==> src/rtl/pipe_decoder.sv <==
// pipe_decoder: registered code-to-vector decoder behind a two-entry
// (output register + skid register) elastic buffer, with a saturating
// count of illegal items accepted.
//
// Ports:
//   clk        sole clock, rising edge
//   rst_n      synchronous active-low reset
//   in_valid   upstream code valid
//   in_ready   block can accept (registered, equals !skid_full)
//   in_code    code to decode (IN_W bits)
//   in_mode    00 one-hot, 01 thermometer, 10 active-low one-hot, 11 reserved
//   out_valid  out_vec/out_err hold a valid item
//   out_ready  downstream accepts
//   out_vec    decoded vector (OUT_N bits), registered
//   out_err    decoded item was illegal, registered
//   err_cnt    saturating count of illegal items accepted (CNT_W bits)
module pipe_decoder #(
    parameter int unsigned IN_W  = 3,
    parameter int unsigned OUT_N = 8,
    parameter int unsigned CNT_W = 8
) (
    input  logic             clk,
    input  logic             rst_n,
    input  logic             in_valid,
    output logic             in_ready,
    input  logic [IN_W-1:0]  in_code,
    input  logic [1:0]       in_mode,
    output logic             out_valid,
    input  logic             out_ready,
    output logic [OUT_N-1:0] out_vec,
    output logic             out_err,
    output logic [CNT_W-1:0] err_cnt
);

    // One extra bit so OUT_N == 2**IN_W is representable in the legality compare.
    localparam int unsigned CMP_W = IN_W + 1;

    localparam logic [1:0] MODE_ONEHOT = 2'b00;
    localparam logic [1:0] MODE_THERM  = 2'b01;
    localparam logic [1:0] MODE_ALOW   = 2'b10;
    localparam logic [1:0] MODE_RSVD   = 2'b11;

    // Skid register: holds the second item while the output register stalls.
    logic             sr_full;
    logic [OUT_N-1:0] sr_vec;
    logic             sr_err;

    logic             in_fire;
    logic             out_fire;

    logic [OUT_N-1:0] dec_vec;
    logic             dec_err;

    logic             or_full_n;
    logic [OUT_N-1:0] or_vec_n;
    logic             or_err_n;
    logic             sr_full_n;
    logic [OUT_N-1:0] sr_vec_n;
    logic             sr_err_n;
    logic [CNT_W-1:0] err_cnt_n;

    assign in_fire  = in_valid && in_ready;
    assign out_fire = out_valid && out_ready;

    // Decode the incoming code; illegal items decode to all zeros.
    always_comb begin
        dec_vec = '0;
        dec_err = 1'b0;
        if ((in_mode == MODE_RSVD) || ({1'b0, in_code} >= CMP_W'(OUT_N))) begin
            dec_err = 1'b1;
        end else begin
            for (int unsigned i = 0; i < OUT_N; i++) begin
                case (in_mode)
                    MODE_ONEHOT: dec_vec[i] = (IN_W'(i) == in_code);
                    MODE_THERM:  dec_vec[i] = (IN_W'(i) <= in_code);
                    MODE_ALOW:   dec_vec[i] = (IN_W'(i) != in_code);
                    default:     dec_vec[i] = 1'b0;
                endcase
            end
        end
    end

    // Next-state for the output/skid registers and the error counter.
    always_comb begin
        or_full_n = out_valid;
        or_vec_n  = out_vec;
        or_err_n  = out_err;
        sr_full_n = sr_full;
        sr_vec_n  = sr_vec;
        sr_err_n  = sr_err;
        err_cnt_n = err_cnt;

        // Drain: the skid entry (if any) advances into the output register.
        if (out_fire) begin
            if (sr_full) begin
                or_vec_n  = sr_vec;
                or_err_n  = sr_err;
                sr_full_n = 1'b0;
            end else begin
                or_full_n = 1'b0;
            end
        end

        // Fill: the output register if it ends up empty this edge, else the skid.
        if (in_fire) begin
            if (!or_full_n) begin
                or_full_n = 1'b1;
                or_vec_n  = dec_vec;
                or_err_n  = dec_err;
            end else begin
                sr_full_n = 1'b1;
                sr_vec_n  = dec_vec;
                sr_err_n  = dec_err;
            end
            if (dec_err && (err_cnt != {CNT_W{1'b1}})) begin
                err_cnt_n = err_cnt + CNT_W'(1);
            end
        end
    end

    // State registers with synchronous reset.
    always_ff @(posedge clk) begin
        if (!rst_n) begin
            out_valid <= 1'b0;
            out_vec   <= '0;
            out_err   <= 1'b0;
            sr_full   <= 1'b0;
            sr_vec    <= '0;
            sr_err    <= 1'b0;
            in_ready  <= 1'b1;
            err_cnt   <= '0;
        end else begin
            out_valid <= or_full_n;
            out_vec   <= or_vec_n;
            out_err   <= or_err_n;
            sr_full   <= sr_full_n;
            sr_vec    <= sr_vec_n;
            sr_err    <= sr_err_n;
            in_ready  <= !sr_full_n;
            err_cnt   <= err_cnt_n;
        end
    end

endmodule

==> config.mk <==
export PLATFORM = sky130hd
export DESIGN_NAME = pipe_decoder
export DESIGN_NICKNAME = d
export VERILOG_FILES = /design/src/rtl/pipe_decoder.sv
export SDC_FILE = /design/constraint.sdc
export NUM_CORES = 1
export LEC_CHECK = 0
export ABC_CLOCK_PERIOD_IN_PS = 1300
export BUFFER_PORTS_ARGS = -buffer_cell sky130_fd_sc_hd__buf_2
export CORE_MARGIN = 4
export CORE_UTILIZATION = 49
export DETAILED_ROUTE_END_ITERATION = 8
export PLACE_DENSITY = 0.75
export RECOVER_POWER = 100
export SYNTH_ARGS = -nofsm -noshare
export SYNTH_HDL_FRONTEND = slang
export SYNTH_SLANG_ARGS = --single-unit
==> constraint.sdc <==
create_clock -name clk -period 1.3 [get_ports clk]
set_input_delay 0.195 -clock clk [delete_from_list [all_inputs] [get_ports clk]]
set_output_delay 0.195 -clock clk [all_outputs]
set_load 0.01 [all_outputs]
Yosys cells after proc, flatten, opt, wreduce, memory -nomap -nowiden
Cells that the tools add are included.
{ "word_totals": {"regBits": 29, "word_cells": 68, "output_inout_bits": 19} }
{ "classes": {"order_cmp": 8, "mux": 24, "reduce_logical": 9, "add_sub_neg": 1, "n_eq_ne": 18} }
{ "op_table": {"columns": ["cell", "count"], "rows": [
  ["two-way mux 8 bit", 5],
  ["one-hot mux 1 bit (3 select lines)", 8],
  ["equality test 3 bit (first input constant)", 4],
  ["less-or-equal comparator 3 bit (first input constant)", 4],
  ["inequality test 3 bit (first input constant)", 4],
  ["two-way mux 1 bit", 11],
  ["adder 8 x 1 -> 8 bit (second input constant)", 1],
  ["inequality test 8 bit (second input constant)", 1],
  ["equality test 2 x 3 -> 1 bit (first input constant)", 2],
  ["less-or-equal comparator 1 x 3 -> 1 bit (first input constant)", 2],
  ["less-or-equal comparator 2 x 3 -> 1 bit (first input constant)", 2],
  ["inequality test 2 x 3 -> 1 bit (first input constant)", 2],
  ["equality test 2 bit (second input constant)", 2],
  ["AND reduction 2 bit", 2],
  ["equality test 1 x 3 -> 1 bit (first input constant)", 1],
  ["logical AND 1 bit", 3],
  ["logical NOT 3 bit", 1],
  ["inequality test 1 x 3 -> 1 bit (first input constant)", 1],
  ["nonzero test 3 bit", 1],
  ["equality test 2 x 1 -> 1 bit (second input constant)", 1],
  ["logical NOT 2 bit", 1],
  ["logical NOT 1 bit", 1]
]} }

Longest topological paths before layout
{ "depth": {"word_depth": 5, "depth_mapped": 6, "ltp_nobuf": 5} }

Worst setup path after synthesis
Ideal clock, no wire load.
{ "synth_path": {"path_type": "register -> register", "startpoint": "register err_cnt[0]", "endpoint": "register err_cnt[5]", "required_ps": 1230, "setup_slack_ps": -164, "n_path_buf": 0, "stages_incl_launch_ff": 6, "arrival_ps": 1394, "synth_period_minus_slack_ps": 1464, "cell_sequence": "dfxtp_1 -> ha_1 -> nand3_2 -> o21ai_4 -> or4_1 -> a21boi_1"} }
{ "synth_between": {"elab_chain_cells": 3, "elab_cells_between_ends": 4, "classes_between": "add/sub: 1; eq/ne: 1; reduce/logical: 2"} }
{ "synth_lines": {"columns": ["element", "line", "source"], "rows": [
  ["start, declared", "32", "output logic [CNT_W-1:0] err_cnt"],
  ["start signal, assigned", "140", "err_cnt <= err_cnt_n;"],
  ["branches (longest 3 deep; another with adder 8 x 1 -> 8 bit)", null, null]
]} }
Several ways; the timed one is not identified.
A chain may end at the register's enable or synchronous reset.

Worst setup path in the final report
{ "layout_path": {"startpoint": "register err_cnt[1]", "endpoint": "register err_cnt[5]"} }
Same word-level chain as after synthesis.

==> out/summary.txt <==
Max Fclk: 765 MHz
DRC errors left: 0
largest net degree at the start of global routing: 23
Core ar.: 2810 um2
Final Hold Vio Count: 0
WL/cell: 14.8 um
Mean Syn Cell Area: 8.86 um2
Final min period: 1.31 ns
r2r startpoint: err_cnt[1]$_SDFFE_PN0P_
clock-pin slew on the worst setup and hold paths: 0.10 ns
max cap viols: 0
Vias per Instance: 5.79
sequential share of the synthesized area: 39.5%
# IOs: 28
Post-synth EDFFs: 0
maximum VDD drop: 0.628 mV
Util after Layout: 68.7%
initial DRC count: 61
Antenna Nets Post-Route: 0
hold_sp: in_valid
via total after detailed routing: 1431
Slew Limit Fails: 0
hpwl dp: 2640 um
Mapped Area: 1470 um2
Worst setup EP type: register
grt total ovfl: 0
Nets: 225
top post-synthesis cells by count: 29 x dfxtp_1, 18 x nand2_1, 12 x a21oi_1
CP required: 1.56 ns
routability cong.: 0.892
Final Setup Violations: 2
Seq cells post-synth: 29
Worst Hold Depth: 3
area grow syn2layout: 31.1%
sequential share of power: 52.4%
Cell Area, Placed: 1800 um2
Sw Pwr: 0.000528 W
Syn Nets: 176
crit share post-route: 101%
P_leak: 0.834 nW
Synth top area share: 39.5%
initial core utilization: 52.4%
Net Sw Frac: 29.1%
R2R Setup Slk: -0.008 ns
row count: 19
status: finished with violations
Clk pwr share: 29.2%
Critical Path Source Type: register
Cells after DPL: 234
Tot GR Track Use: 18.3%
Yosys cell types: 47
RSZ-0062 raised after global routing: yes
Chip Height: 62.8 um
Total Wirelength: 3670 um
Combinational Power Share: 18.5%
die width: 62.8 um
Worst-Margin Slew: 0.359 ns
share of cells above drive strength 1: 35.6%
crit path DAT: 1.57 ns
Synth area leaders: dfxtp_1 39%, mux2i_1 4.8%, nand2_1 4.6%
violated checks: setup timing
initial antenna violation count: 0
post-synth top area cell: dfxtp_1
router iterations before antenna repair: 4
number of global-route vias before repair: 1351
Non-Filler Instances: 247
Root Driver: clkbuf_4
Power Density: 941 nW/um2
Synth warnings: 0
r2r worst-path depth: 5
H-tree levels: 2
Port Buf Inserts: 27
Worst Skew: 0.00647 ns
TritonCTS clock tree: yes
Worst Hold Class: in -> reg
total power: 0.00181 W
clk_lat worst skew: 0.33 ns
WHS Endpoint: out_valid$_SDFF_PN0_
CP Class: reg -> reg
total CTS buffers: 5
clock sinks: 29
Syn Inst Count: 166
clk buf depth: 2
Async SR Flop Fraction: 0%
Post-Layout Inst Area: 1930 um2
top_reg_cell synth: dfxtp_1
Ant. Diodes: 0
max-slew headroom at the worst pin: 76.0%
Setup WS post-layout: -0.00776 ns
count leader, synth: dfxtp_1
Internal Power: 0.00129 W
Reg2Reg Capture Point: err_cnt[5]$_SDFFE_PN0P_
Die ar.: 3940 um2
worst-path maximum fanout: 4
global-route wire length before repair: 5750 um
stage by stage:
stage / setup slack (ns) / hold slack [ns] / setup TNS (ns)
6_report: -0.00776 / 0.262 / -0.00794
3_3_place_gp: 0.000345 / 0.459 / 0
3_5_place_dp: -0.0891 / 0.471 / -0.146
4_1_cts: -0.00895 / 0.253 / -0.0221
5_1_grt: -0.0776 / 0.266 / -0.385
2_1_floorplan: -0.0338 / 0.410 / -0.135
critical path, cell delays in order, from the launching register on:
cell	delay [ns]
dfxtp_4	0.37
ha_4	0.17
nand3_4	0.10
o21ai_4	0.07
or4_1	0.40
a21boi_1	0.13
layer usage:
metal / routed length (um) / vias to the layer above / GRT usage, %
met5: 0 / - / 0
li1: - / 706 / -
met3: 212 / 11 / 6.83
met4: 75 / 0 / 7.71
met2: 1900 / 46 / 33.4
met1: 1480 / 668 / 18.5
power groups by stage:
stage / clock network, W / registers (W) / logic (W)
4_1_cts: 0.000539 / 0.000952 / 0.000319
6_report: 0.000529 / 0.000950 / 0.000335
3_5_place_dp: 0 / 0.000974 / 0.000317
5_1_grt: 0.000582 / 0.000956 / 0.000365
3_3_place_gp: 0 / 0.000971 / 0.000306
2_1_floorplan: 0 / 0.000986 / 0.000181
placed cells by master (no fill, tap or decap), types with 5 or more instances in the layout:
cell	count
buf_2	18
nand2_1	18
nor2_1	5
xnor2_1	5
dfxtp_4	5
clkbuf_4	5
dfxtp_1	20
buf_4	24
a21oi_1	12
mux2i_1	7
o21ai_0	7
clkbuf_1	10
registers in the layout (all words and copies together), names as in the netlist:
register	count
out_vec	8
sr_full	1
sr_err	1
sr_vec	8
in_ready	1
err_cnt	8
out_valid	1
out_err	1
cell type report:
class                           count  area (um2)
Clock inverter                      2        10.0
Inverter                            4        15.0
Tap cell                           31        38.8
Sequential cell                    29         604
Fill cell                         240         877
Clock buffer                        6        41.3
Timing Repair Buffer               53         335
Multi-Input combinational cell    122         883
worst max-delay path by stage:
| stage | from | to | slack, ns |
|---|---|---|---|
| after global placement | in_mode[1] | err_cnt[5]$_SDFFE_PN0P_ | 0.0003 |
| after global routing | err_cnt[1]$_SDFFE_PN0P_ | err_cnt[1]$_SDFFE_PN0P_ | -0.08 |
| after floorplan | out_valid$_SDFF_PN0_ | out_vec[4]$_SDFF_PN0_ | -0.03 |
| after detailed placement | err_cnt[3]$_SDFFE_PN0P_ | err_cnt[7]$_SDFFE_PN0P_ | -0.09 |
| after CTS | err_cnt[1]$_SDFFE_PN0P_ | err_cnt[1]$_SDFFE_PN0P_ | -0.009 |
| final | err_cnt[1]$_SDFFE_PN0P_ | err_cnt[5]$_SDFFE_PN0P_ | -0.008 |
cells by family (layout without fill, tap and decap cells):
family                   Yosys count  in the layout  synth area share (%)
XOR/XNOR                           5              5                  2.98
AND/OR/NAND/NOR                   52             52                  19.6
adder cells (fa/ha/maj)            1              1                 0.851
multiplexers                      11             11                  7.83
buffers and inverters             15             65                  4.43
AO/OA/AOI/OAI                     53             53                  24.9
flip-flops                        29             29                  39.5
timing repair:
item / CTS / global route
buffers inserted: 1 / 4
pin swaps: 0 / 5
endpoints found under the setup margin: 11 / 21
hold buffers: 0 / 0
resized for setup: 4 / 14
Note: power is estimated with default switching activity, not from simulation.
